**config.mk**
```make
export PLATFORM = sky130hd
export DESIGN_NAME = riscv_scoreboard
export DESIGN_NICKNAME = d
export VERILOG_FILES = /design/src/rtl/riscv_scoreboard.sv
export SDC_FILE = /design/constraint.sdc
export NUM_CORES = 1
export LEC_CHECK = 0
export ABC_AREA = 1
export CORE_MARGIN = 4
export CORE_UTILIZATION = 45
export CTS_CLUSTER_DIAMETER = 100
export DETAILED_ROUTE_END_ITERATION = 6
export PLACE_DENSITY = 0.79
export SYNTH_ARGS = -nofsm -noshare
export SYNTH_HDL_FRONTEND = slang
export SYNTH_SLANG_ARGS = --single-unit
```
**constraint.sdc**
```tcl
create_clock -name clk -period 1.48 [get_ports clk]
set_input_delay 0.296 -clock clk [delete_from_list [all_inputs] [get_ports clk]]
set_output_delay 0.296 -clock clk [all_outputs]
set_load 0.01 [all_outputs]
```
**src/rtl/riscv_scoreboard.sv**
```systemverilog
// Register-hazard scoreboard for the in-order hart: tracks in-flight rd per pipeline slot.
// Optional operand bypass selection is enabled by defining RISCV_SCOREBOARD_FORWARD_EN.
module riscv_scoreboard #(
  parameter int unsigned REGN  = 32,
  parameter int unsigned REGA  = $clog2(REGN),
  parameter int unsigned DEPTH = 3,
  parameter int unsigned SELW  = $clog2(DEPTH + 1)
) (
  input  logic            clk,
  input  logic            rst,
  input  logic            issue_valid,
  input  logic [REGA-1:0] issue_rd,
  input  logic            issue_rd_we,
  input  logic            issue_load,
  input  logic [REGA-1:0] rs1,
  input  logic [REGA-1:0] rs2,
  input  logic            rs1_used,
  input  logic            rs2_used,
  input  logic            flush,
  output logic            stall,
  output logic [SELW-1:0] fwd1_sel,
  output logic [SELW-1:0] fwd2_sel,
  output logic [REGN-1:0] busy,
  output logic [SELW-1:0] inflight
);

  // Index 0 is slot 1 (EX), index DEPTH-1 is slot DEPTH (WB).
  logic [DEPTH-1:0] slot_valid;
  logic [REGA-1:0]  slot_rd [DEPTH];

  logic [SELW-1:0] hit1_sel;
  logic [SELW-1:0] hit2_sel;
  logic            haz1;
  logic            haz2;
  logic            accept;

  // Scan oldest to youngest so the lowest matching slot wins.
  always_comb begin
    hit1_sel = '0;
    hit2_sel = '0;
    for (int unsigned i = 0; i < DEPTH; i++) begin
      if (rs1_used && (rs1 != '0) && slot_valid[DEPTH-1-i] && (slot_rd[DEPTH-1-i] == rs1))
        hit1_sel = SELW'(DEPTH - i);
      if (rs2_used && (rs2 != '0) && slot_valid[DEPTH-1-i] && (slot_rd[DEPTH-1-i] == rs2))
        hit2_sel = SELW'(DEPTH - i);
    end
  end

`ifdef RISCV_SCOREBOARD_FORWARD_EN
  // Only the EX-slot load flag can cause a hazard, so only that one is kept.
  logic slot1_load;

  always_ff @(posedge clk) begin
    slot1_load <= issue_load;
  end

  assign haz1     = (hit1_sel == SELW'(1)) && slot1_load;
  assign haz2     = (hit2_sel == SELW'(1)) && slot1_load;
  assign fwd1_sel = stall ? '0 : hit1_sel;
  assign fwd2_sel = stall ? '0 : hit2_sel;
`else
  logic unused_load;

  assign unused_load = issue_load;
  assign haz1        = (hit1_sel != '0);
  assign haz2        = (hit2_sel != '0);
  assign fwd1_sel    = '0;
  assign fwd2_sel    = '0;
`endif

  assign stall  = issue_valid && !flush && (haz1 || haz2);
  assign accept = issue_valid && !stall && !flush && issue_rd_we && (issue_rd != '0);

  // A flush kills the EX entry instead of advancing it into slot 2.
  always_ff @(posedge clk) begin
    if (rst) begin
      slot_valid <= '0;
    end else begin
      slot_valid[0] <= accept;
      for (int unsigned i = 1; i < DEPTH; i++)
        slot_valid[i] <= slot_valid[i-1] && !(flush && (i == 1));
    end
  end

  always_ff @(posedge clk) begin
    slot_rd[0] <= issue_rd;
    for (int unsigned i = 1; i < DEPTH; i++)
      slot_rd[i] <= slot_rd[i-1];
  end

  always_comb begin
    busy     = '0;
    inflight = '0;
    for (int unsigned i = 0; i < DEPTH; i++) begin
      if (slot_valid[i])
        busy[slot_rd[i]] = 1'b1;
      inflight = inflight + SELW'(slot_valid[i]);
    end
    busy[0] = 1'b0;
  end

endmodule

```
==> metrics.yaml, run 1 <==
status: "did not finish"
io_pins: 62
cts.sinks: 18
start_util_pct: 47.6
netlist_instances: 347
fp.dieH_um: 71.2
ys_types: 16
cts_inserted_buffers: 3
gp_congestion: 1.01
dpl.hpwl_um: 6020
avgSynthCellArea_sq_um: 5.17
dpl_cell_area_sq_um: 3030
stop_stage: "global routing"
endpoint_type: "primary output"
synth_seq_area_share_pct: 20.1
grt_max_degree: 10
synth_warnings: 0
hold_buffers: 0
firstError: "[ERROR DPL-0038] Utilization greater than 100%, impossible to legalize"
fp-row-count: 22
synth_area_sq_um: 1800
synth-seq-cells: 18
dp_cells: 534
h-tree-depth: 1
max-clock-path-buffers: 2
clockRootBuffer: "clkbuf_8"
die_w_um: 71.2
crit_endpoint: "stall"
io_buffers: 55
## logic make-up after synthesis
group / Yosys count / share of synthesized area [%]
and+or+nand+nor: 278 / 66.3
buffers and inverters: 40 / 9.76
DFF: 18 / 20.1
AOI/OAI and AO/OA: 9 / 2.51
adders and majority gates: 1 / 1.12
other: 1 / 0.209
## synth_stat cells
cell type,count,area (sq um)
nand3_1,40,200
a21oi_1,1,5.00
inv_1,26,97.6
inv_2,6,22.5
buf_2,1,5.00
nand4_1,2,12.5
nor2_1,29,109
nand2_1,169,634
conb_1,1,3.75
nor3_2,9,90.1
buf_4,6,45.0
clkbuf_2,1,5.00
nor3_1,29,145
dfxtp_1,18,360
fa_1,1,20.0
o21ai_0,8,40.0
## timing repair
action | in CTS
setup buffers | 10
setup endpoints to repair | 34
pin swaps | 32
resized for setup | 247
## through the flow
stage	TNS, ns	setup slack, ns	util, %	hold slack (ns)
2_1_floorplan	0	0.0592	-	0.324
3_3_place_gp	-15.56	-0.905	80.3	0.364
4_1_cts	-7.28	-0.279	86.3	0.389
3_5_place_dp	-15.83	-0.938	80.3	0.367
==> run 2, diff against run 1 <==
- CORE_UTILIZATION: 45 -> 30
- CTS_CLUSTER_DIAMETER: 100 -> unset
- PLACE_DENSITY: 0.79 -> unset
- PLACE_DENSITY_LB_ADDON: unset -> 0.15
==> run 2 against run 1 <==
The flow now finishes, with violations (negative setup slack). Area after synthesis stayed put. Synthesized cell count stayed put.
==> metrics.yaml, run 2 <==
ys_types: 16
yosysTopAreaCell: "nand2_1"
crit_arrival_ns: 1.53
synth_edf_count: 0
cts_tree: "yes"
fin_tns_setup_ns: -8.45
status: "complete, but fails checks"
dpl.hpwl_um: 6100
seqCellArea_sq_um: 405
final_area_sq_um: 3830
drt_iter0_drc: 225
io_buffers: 55
critPathTopFamily: "buffers and inverters"
path_max_fanout: 7
overflow: 0
maxSlewViolCount: 0
yosys-top-cells-area: "nand2_1, dfxtp_1, nand3_1, nor3_1, nor2_1"
dp_cells: 562
max-clock-path-buffers: 2
avgSynthCellArea_sq_um: 5.17
cts_inserted_buffers: 3
min_period_ns: 1.83
start_kind: "flop"
die_w_um: 85.4
postSynth.asyncResetShare_pct: 0
synth_area_sq_um: 1800
worst_slack_ns: -0.346
synth_top_area_share_pct: 35.3
viasPerCell: 5.12
synth-seq-cells: 18
hold_class: "flop to flop"
grt_pass1_vias: 2816
max_freq_mhz: 548
start_util_pct: 31.8
crit_type: "flop to primary output"
yosysMostFrequentCell: "nand2_1"
synth_warnings: 0
rsz0062_at_grt: "yes"
fin_skew_ns: 0.00237
num-fill-cells: 452
synthFlopType: "dfxtp_1"
crit_buf_inv: 3
grt_max_degree: 11
clkTransAtPathRegs_ns: 0.07
top_register: "slot_rd"
leakage_nw: 2.04
layout_commonest_cell: "nand2_1"
synth_commonest_cells: "nand2_1, nand3_1, nor2_1, nor3_1, inv_1"
final_hold_viol_count: 0
layout.nets: 534
core_sq_um: 5640
drive_gt1_share_pct: 49.1
place_ws_ns: -0.973
vias: 2973
slowest_stage: "dfxtp_4"
required_ns: 1.18
clockRootBuffer: "clkbuf_8"
final_antenna_net_count: 0
io_pins: 62
multiInputGateArea_sq_um: 1670
h-tree-depth: 1
p_total_mw: 1.51
reg.largest.list: "slot_rd x15, slot_valid x3"
synth_seq_area_share_pct: 20.1
fp.dieH_um: 85.4
power.density_nw_per_um2: 394
grt_pass1_wl_um: 13400
wl_per_cell_um: 15.4
period_share_pct: 123
fp-row-count: 27
firstDrtPassIters: 5
final_cell_mix: "nand2_1, buf_6, buf_4"
cts.sinks: 18
netlist_instances: 347
max_stage_delay_ns: 0.36
peakVddDrop_uv: 673
instances_no_fill: 581
setup_viol: 34
antenna_found_initial: 0
wl_um: 8980
violations: "negative setup slack"
cap_viol_max_count: 0
dpl_cell_area_sq_um: 3090
hold_buffers: 0
crit_path_end_kind: "primary output"
grt_usage_pct: 22.6
die-area_sq_um: 7290
antenna_cells: 0
largest_register_ffs: 15
crit_chain: "buf_6 > nor3_2 > buf_4 > nand2_1 > nand3_1 > clkdlybuf4s15_2"
post-route-drc-count: 0
gp_congestion: 0.955
syn2layout_area_growth_pct: 114
insertion_delay_ns: 0.26
## run 2: per-stage QoR
stage / util (%) / hold WS (ns)
after global routing: 68.0 / 0.504
after global placement: 54.7 / 0.474
after floorplan: - / 0.324
final: 68.0 / 0.488
after CTS: 61.1 / 0.469
after detailed placement: 54.7 / 0.471
## run 2: kinds of logic (layout without fill, tap and decap cells)
kind of cell,count (synthesis),in the layout,share of synthesized area (%)
buffers and inverters,40,198,9.76
other,1,5,0.209
AOI/OAI and AO/OA,9,9,2.51
DFF,18,18,20.1
and+or+nand+nor,278,278,66.3
adders and majority gates,1,1,1.12
## run 2: final cells by class
type | instances | share of cell area [%]
Sequential cell | 18 | 10.6
Multi-Input combinational cell | 293 | 43.7
Tap cell | 72 | 2.35
Timing Repair Buffer | 162 | 38.6
Clock buffer | 4 | 1.44
Inverter | 32 | 3.39
## run 2: worst paths after layout
path / start / to / slack (ns) / depth (start not counted)
worst max-delay path: slot_rd[0][10] / busy[24] / -0.35 / 6
worst min-delay path: slot_rd[0][4] / slot_rd[0][9] / 0.49 / 1
worst max register to register: slot_rd[0][10] / slot_valid[0] / 0.06 / 11
worst min register to register: slot_rd[0][4] / slot_rd[0][9] / 0.49 / 1
## run 2: routing by layer
layer / routed length (um) / global-route usage, %
met1: 3480 / 28.8
met2: 4420 / 38.8
met3: 778 / 2.04
met4: 291 / 9.64
met5: 0 / 0
## run 2: power breakdown
group          switching, mW  internal (mW)
clock network          0.168          0.237
registers             0.0317          0.502
logic                  0.303          0.269
## run 2: what timing repair did
action | in CTS | in global routing
pin swaps | 14 | 47
endpoints found under the setup margin | 34 | 34
endpoints found under the hold margin | 0 | 0
gates resized for setup | 247 | 92
setup buffers | 12 | 4
gates cloned | 0 | 0
Note: power is estimated with default switching activity, not from simulation.
==> run 3, diff against run 2 <==
- SKIP_CTS_REPAIR_TIMING: unset -> 1
==> run 3 against run 2 <==
The flow still finishes with violations (negative setup slack). Final cell count fell by 0.86%. Utilization fell by 4.3 points. Clock skew fell by 0.0014 ns. Clock power barely moved. Combinational power fell by 6.5%. Register-to-register slack barely moved. Global-route usage fell by 2.1 points. Largest cell class unchanged. First-iteration DRC count fell by 5.8%. Total power fell by 2.1%.
==> metrics.yaml, run 3 (synthesis gave the netlist of run 2 again) <==
status: "complete, but fails checks"
violations: "negative setup slack"
final_hold_viol_count: 0
start_util_pct: 31.8
final_area_sq_um: 3590
viasPerCell: 4.92
peakVddDrop_uv: 604
timing.rr.start: "slot_rd[0][12]"
vias: 2832
final_cell_mix: "nand2_1, buf_4, buf_6"
max-clock-path-buffers: 2
power.density_nw_per_um2: 412
dpl.hpwl_um: 6100
drive_gt1_share_pct: 47.8
crit_type: "flop to primary output"
crit_arrival_ns: 1.53
worst_slack_ns: -0.343
top_register: "slot_rd"
slowest_stage: "dfxtp_4"
fin_util_pct: 63.7
grt_max_degree: 11
dpl_cell_area_sq_um: 3090
crit_chain: "clkinvlp_4 > nor3_4 > buf_6 > buf_6 > nand2_1 > nand3_1 > buf_2"
cts_inserted_buffers: 3
die_w_um: 85.4
io_buffers: 55
min_period_ns: 1.82
timing.hold.ws_ns: 0.484
fp.dieH_um: 85.4
fin_tns_setup_ns: -8.78
required_ns: 1.18
dp_cells: 562
num-fill-cells: 504
r2r-end: "slot_valid[0]"
rsz0062_at_grt: "yes"
path_max_fanout: 5
post-route-drc-count: 0
fp-row-count: 27
start_kind: "flop"
clockRootBuffer: "clkbuf_8"
hold_class: "flop to flop"
crit_top_cell: "buf_6"
antenna_found_initial: 0
period_share_pct: 123
overflow: 0
h-tree-depth: 1
die-area_sq_um: 7290
drt_iter0_drc: 212
r2r_slack_ns: 0.06
maxSlewViolCount: 0
cts.sinks: 18
grt_pass1_wl_um: 12100
wl_um: 8430
place_ws_ns: -0.973
clkTransAtPathRegs_ns: 0.07
instances_no_fill: 576
wl_per_cell_um: 14.6
layout_commonest_cell: "nand2_1"
core_sq_um: 5640
io_pins: 62
grt_pass1_vias: 2593
antenna_cells: 0
gp_congestion: 0.955
largest_register_ffs: 15
grt_usage_pct: 20.5
layout.nets: 529
final_antenna_net_count: 0
fin_skew_ns: 0.000988
p_total_mw: 1.48
insertion_delay_ns: 0.26
setup_viol: 34
reg.largest.list: "slot_rd x15, slot_valid x3"
cts_tree: "yes"
min_to: "slot_rd[0][5]"
max_stage_delay_ns: 0.39
firstDrtPassIters: 4
cap_viol_max_count: 0
worstHoldStart: "slot_rd[0][0]"
max_freq_mhz: 549
hold_path_depth: 1
crit_path_end_kind: "primary output"
syn2layout_area_growth_pct: 100
rr_worst_depth: 11
leakage_nw: 1.93
-- run 3: cell types whose count changed in the layout (fill, tap and decap cells not counted), moves of 7 or more --
| cell | delta |
|---|---|
| dlygate4sd2_1 | -9 |
| buf_4 | +16 |
| dlymetal6s2s_1 | +10 |
| buf_6 | -21 |
| clkbuf_2 | +7 |
| nor3_4 | -10 |
| nor3_2 | +10 |
-- run 3: worst max path at each step --
stage	startpoint	cells after the start	endpoint
after floorplan	slot_valid[1]	4	busy[12]
after CTS	rs1[1]	10	stall
after global placement	rs1[1]	10	stall
after detailed placement	rs1[1]	10	stall
after global routing	slot_rd[0][5]	10	stall
final	slot_valid[0]	7	busy[30]
-- run 3: metal layers --
metal  vias to the layer above  global-route usage [%]  share of wire (%)
met4                         0                    6.91                1.7
met5                         -                       0                  0
li1                       1408                       -                  -
met1                      1289                    27.3                 42
met3                        17                    1.07                7.0
met2                       118                    35.2                 49
-- run 3: where the power goes --
group / switching, mW / total, mW / internal [mW]
Sequential: 0.0311 / 0.535 / 0.504
Clock: 0.171 / 0.408 / 0.237
Combinational: 0.278 / 0.536 / 0.258
-- run 3: area by class of cell --
| class | instances | area, sq um | area share, % |
|---|---|---|---|
| repair buffers | 157 | 1340 | 37.3 |
| multi-input cells | 293 | 1570 | 43.7 |
| inverters | 32 | 134 | 3.73 |
| flip-flops and latches | 18 | 403 | 11.2 |
| clock buffers | 4 | 55.1 | 1.53 |
| well taps | 72 | 90.1 | 2.51 |
-- run 3: worst max-delay path: cells and delay by family, from the launching register on --
family	cells	cell delay, ns
and+or+nand+nor	3	0.32
DFF	1	0.39
buffers and inverters	4	0.55
==> RTL edit 1 (settings of run 3) <==
Change the parameter `REGN` from 32 to 64.
--- a/src/rtl/riscv_scoreboard.sv
+++ b/src/rtl/riscv_scoreboard.sv
@@ -3,3 +3,3 @@
 module riscv_scoreboard #(
-  parameter int unsigned REGN  = 32,
+  parameter int unsigned REGN  = 64,
   parameter int unsigned REGA  = $clog2(REGN),
Ports: changed (resized busy, issue_rd, rs1 and rs2); port bits go from 62 to 97. The function was not compared with the original's and may differ.
==> RTL edit 1 against run 3 <==
  * The run still ends with setup timing left
  * Register-to-register slack worse by 0.18 ns
  * Fmax is 13% lower
  * Wire length is 100% higher
  * First-iteration DRC count is 48% higher
  * Critical path depth is 1 lower
  * Worst setup slack worse by 0.27 ns
  * Power is 41% higher
  * Synthesized area is 75% higher
  * Cell area is 77% higher
  * Sequential cell count is 3 higher
  * Non-clock buffer count is 111 higher
  * Critical path type unchanged
  * Largest cell class unchanged
==> RTL edit 1: results (changes against run 3) <==
status: finished with violations
failing checks: setup timing
Worst R2R Setup Slack: -0.12 ns (-0.18 ns)
clock tree cell share of total cell area: 0.7089% (-0.82 points)
final net count: 870 (+64%)
Clock Sinks: 21 (+3)
post-synthesis xor/xnor area fraction: 1.393% (+1.4 points)
hpwl dp: 13620 um (+120%)
min-delay src: slot_rd[0][9]
crit-path max FO: 4 (-1)
met3 usage: 3.029% (+2.0 points)
FF/Latch Area: 473.0 um^2 (+17%)
combinational power share: 48.6% (+12 points)
final setup margin: -0.6141 ns (-0.2712 ns)
max reg flops: 18 (+3)
met2 usage: 48.05% (+13 points)
Non-clk invs: 74 (+130%)
met1 WL: 6969 um (+95%)
port bufs: 90 (+64%)
worst clock skew: 0.02047 ns (+0.01948 ns)
dpl ws: -1.031 ns (-0.05857 ns)
global-route wire length before repair: 24470 um (+100%)
WL met3: 855 um (+45%)
Mapped Cells: 590 (+70%)
Hold EP: slot_rd[0][15]
Seq/Total Area, Yosys: 13.38% (-6.7 points)
adder-cell share of the synthesized area: 0.6369% (-0.48 points)
Post-Syn Area: 3143 um^2 (+75%)
DR pass1 iterations: 5 (+1)
setup violators final: 67 (+97%)
NonClk Buf Share: 36.27% (-1.1 points)
Non-clock buffers: 268 (+71%)
Compound-Gate Fraction of Synth Area: 11.90% (+9.4 points)
fill cell count: 1005 (+99%)
Placed Area: 5396 um^2 (+75%)
RTL edit 1: cell count changes after synthesis, moves of 4 or more:
cell      change
buf_4         +4
nand2_1      +80
xnor2_1       +5
nor2_1       +37
inv_1        +41
nor4_4        +5
o211ai_1     +12
nand3_1       +4
buf_2         +8
o221ai_1     +25
nand4_1       +8
RTL edit 1: how the worst max path moves through the flow:
stage                           to  slack (ns)  depth (start not counted)
after floorplan              stall       -0.06                         12
after global placement       stall       -1.01                         12
after detailed placement     stall       -1.03                         11
after CTS                 busy[37]       -1.06                          5
after global routing       busy[3]       -0.70                          6
final                      busy[3]       -0.61                          6
RTL edit 1: worst max-delay path, stage by stage, from the launching register on:
cell and delay, ns:
dfxtp_2 0.38, clkinvlp_4 0.19, buf_6 0.19, nor3_4 0.24, nand2_2 0.14, o211ai_1 0.20, buf_2 0.17
==> RTL edit 2 (flow settings as in run 3) <==
Without the edit above. The option `RISCV_SCOREBOARD_FORWARD_EN` is turned on by a define.
--- a/src/rtl/riscv_scoreboard.sv
+++ b/src/rtl/riscv_scoreboard.sv
@@ -2,2 +2,4 @@
 // Optional operand bypass selection is enabled by defining RISCV_SCOREBOARD_FORWARD_EN.
+`define RISCV_SCOREBOARD_FORWARD_EN
+
 module riscv_scoreboard #(
Function: changed (Yosys sat finds a counterexample within 4 cycles, from zero or initial values and one cycle with rst high).
==> RTL edit 2 against run 3 <==
  * Fmax shrank 4.9%
  * Cell area up 15%
  * Power increased by 4.7%
  * Combinational power grew 14%
  * Wire length grew 14%
  * First-iteration DRC count is 4.2% higher
  * Clock skew grew 0.0050 ns
  * Sequential cell count is 1 higher
  * Worst setup slack lost 0.094 ns
  * Critical path depth rose by 3
  * Utilization shrank 0.10 points
  * The run still ends with setup timing left
  * Synthesized area increased by 14%
==> RTL edit 2: results (changes against run 3) <==
clk slew on worst S/H paths: 0.07 ns (about the same)
crit-path max cell delay: 0.33 ns (-0.06 ns)
DRT iter0 DRCs: 221 (+4.2%)
GP Congestion: 1.090 (+14%)
min-delay src: slot_rd[0][6]
crit-path max FO: 4 (-1)
worst r2r src: slot_rd[0][4]
Worst path slowest cell: dfxtp_2
met2 usage: 35.52% (+0.35 points)
most frequent cells after synthesis: nand2_1 (193), nand3_1 (46), nor3_1 (34), inv_1 (25)
met1 usage: 28.94% (+1.6 points)
final net count: 593 (+12%)
failing checks: setup timing
final setup margin: -0.4367 ns (-0.09382 ns)
Netlist cell types: 21 (+5)
Placed Area: 3453 um^2 (+12%)
WP data arrival: 1.62 ns (+0.09 ns)
vias per inst: 5.113 (+4.0%)
wire length per cell: 14.93 um (+2.0%)
share of cells above drive strength 1: 47.89% (+0.070 points)
synth top area cells: nand2_1 (35%), dfxtp_1 (19%), nand3_1 (11%), nor3_1 (8.3%), inv_1 (4.6%)
worst clock skew: 0.006026 ns (+0.005037 ns)
CP startpoint: slot_rd[0][11]
status: finished with violations
leakage: 2.264 nW (+17%)
largest net degree at the start of global routing: 13 (+2)
vias in the first global route: 2970 (+15%)
total track usage: 21.28% (+0.75 points)
setup violators final: 38 (+12%)
Hold Crit Depth: 0 (-1)
met3 usage: 3.417% (+2.3 points)
Worst IR Drop VDD: 0.5682 mV (-5.9%)
==> RTL edit 2: cell types whose count changed after synthesis, sizes merged, moves of 2 or more <==
cell    before  now
nand2      169  195
a21oi        1   12
nand3       40   49
nor2        29   22
inv         32   38
nor3        38   43
buf          7    4
nand3b       0    2
o21ai        8    6
==> RTL edit 2: logic make-up (layout without fill, tap and decap cells) <==
logic type | count (synthesis) | count (layout) | share of synthesized area (%)
DFF | 19 | 19 | 18.54
buffers and inverters | 42 | 215 | 8.475
AOI/OAI and AO/OA | 18 | 18 | 4.390
xor gates and xnor gates | 1 | 1 | 0.4269
adders and majority gates | 1 | 1 | 0.9756
and+or+nand+nor | 313 | 313 | 67.01
other | 1 | 1 | 0.1828
==> RTL edit 2: report_power, final <==
part	internal [mW]	switching, mW
registers	0.532	0.0334
clock network	0.190	0.183
logic	0.285	0.325
total	1.01	0.542
==> RTL edit 2: stage by stage <==
step	setup TNS (ns)	util [%]	setup WS, ns	std cells	power [mW]
2_1_floorplan	0	-	0.04011	395	0.7785
3_3_place_gp	-20.48	53.17	-1.054	626	1.079
3_5_place_dp	-20.46	53.17	-1.040	626	1.081
4_1_cts	-29.92	53.92	-1.058	630	1.452
5_1_grt	-14.46	63.57	-0.5184	645	1.636
6_report	-11.78	63.57	-0.4367	645	1.550
==> RTL edit 2: cell type report <==
class	instances	area, um^2
Timing Repair Buffer	173	1543
Fill cell	605	2366
Sequential cell	19	422.9
Clock inverter	1	7.507
Inverter	38	160.2
Tap cell	77	96.34
Clock buffer	3	41.29
Multi-Input combinational cell	334	1858
==> RTL edit 2: routing by layer <==
metal / wire, um / part of all wire [%]
met5: 0 / 0
met4: 118 / 1.2
met3: 755 / 7.8
met2: 4592 / 48
met1: 4167 / 43
==> RTL edit 2: final timing paths <==
check	end	slack (ns)
worst min register to register	slot_rd[0][11]	0.41
worst max-delay path	busy[4]	-0.44
worst min-delay path	slot_rd[0][11]	0.41
worst max register to register	slot_valid[0]	0.19
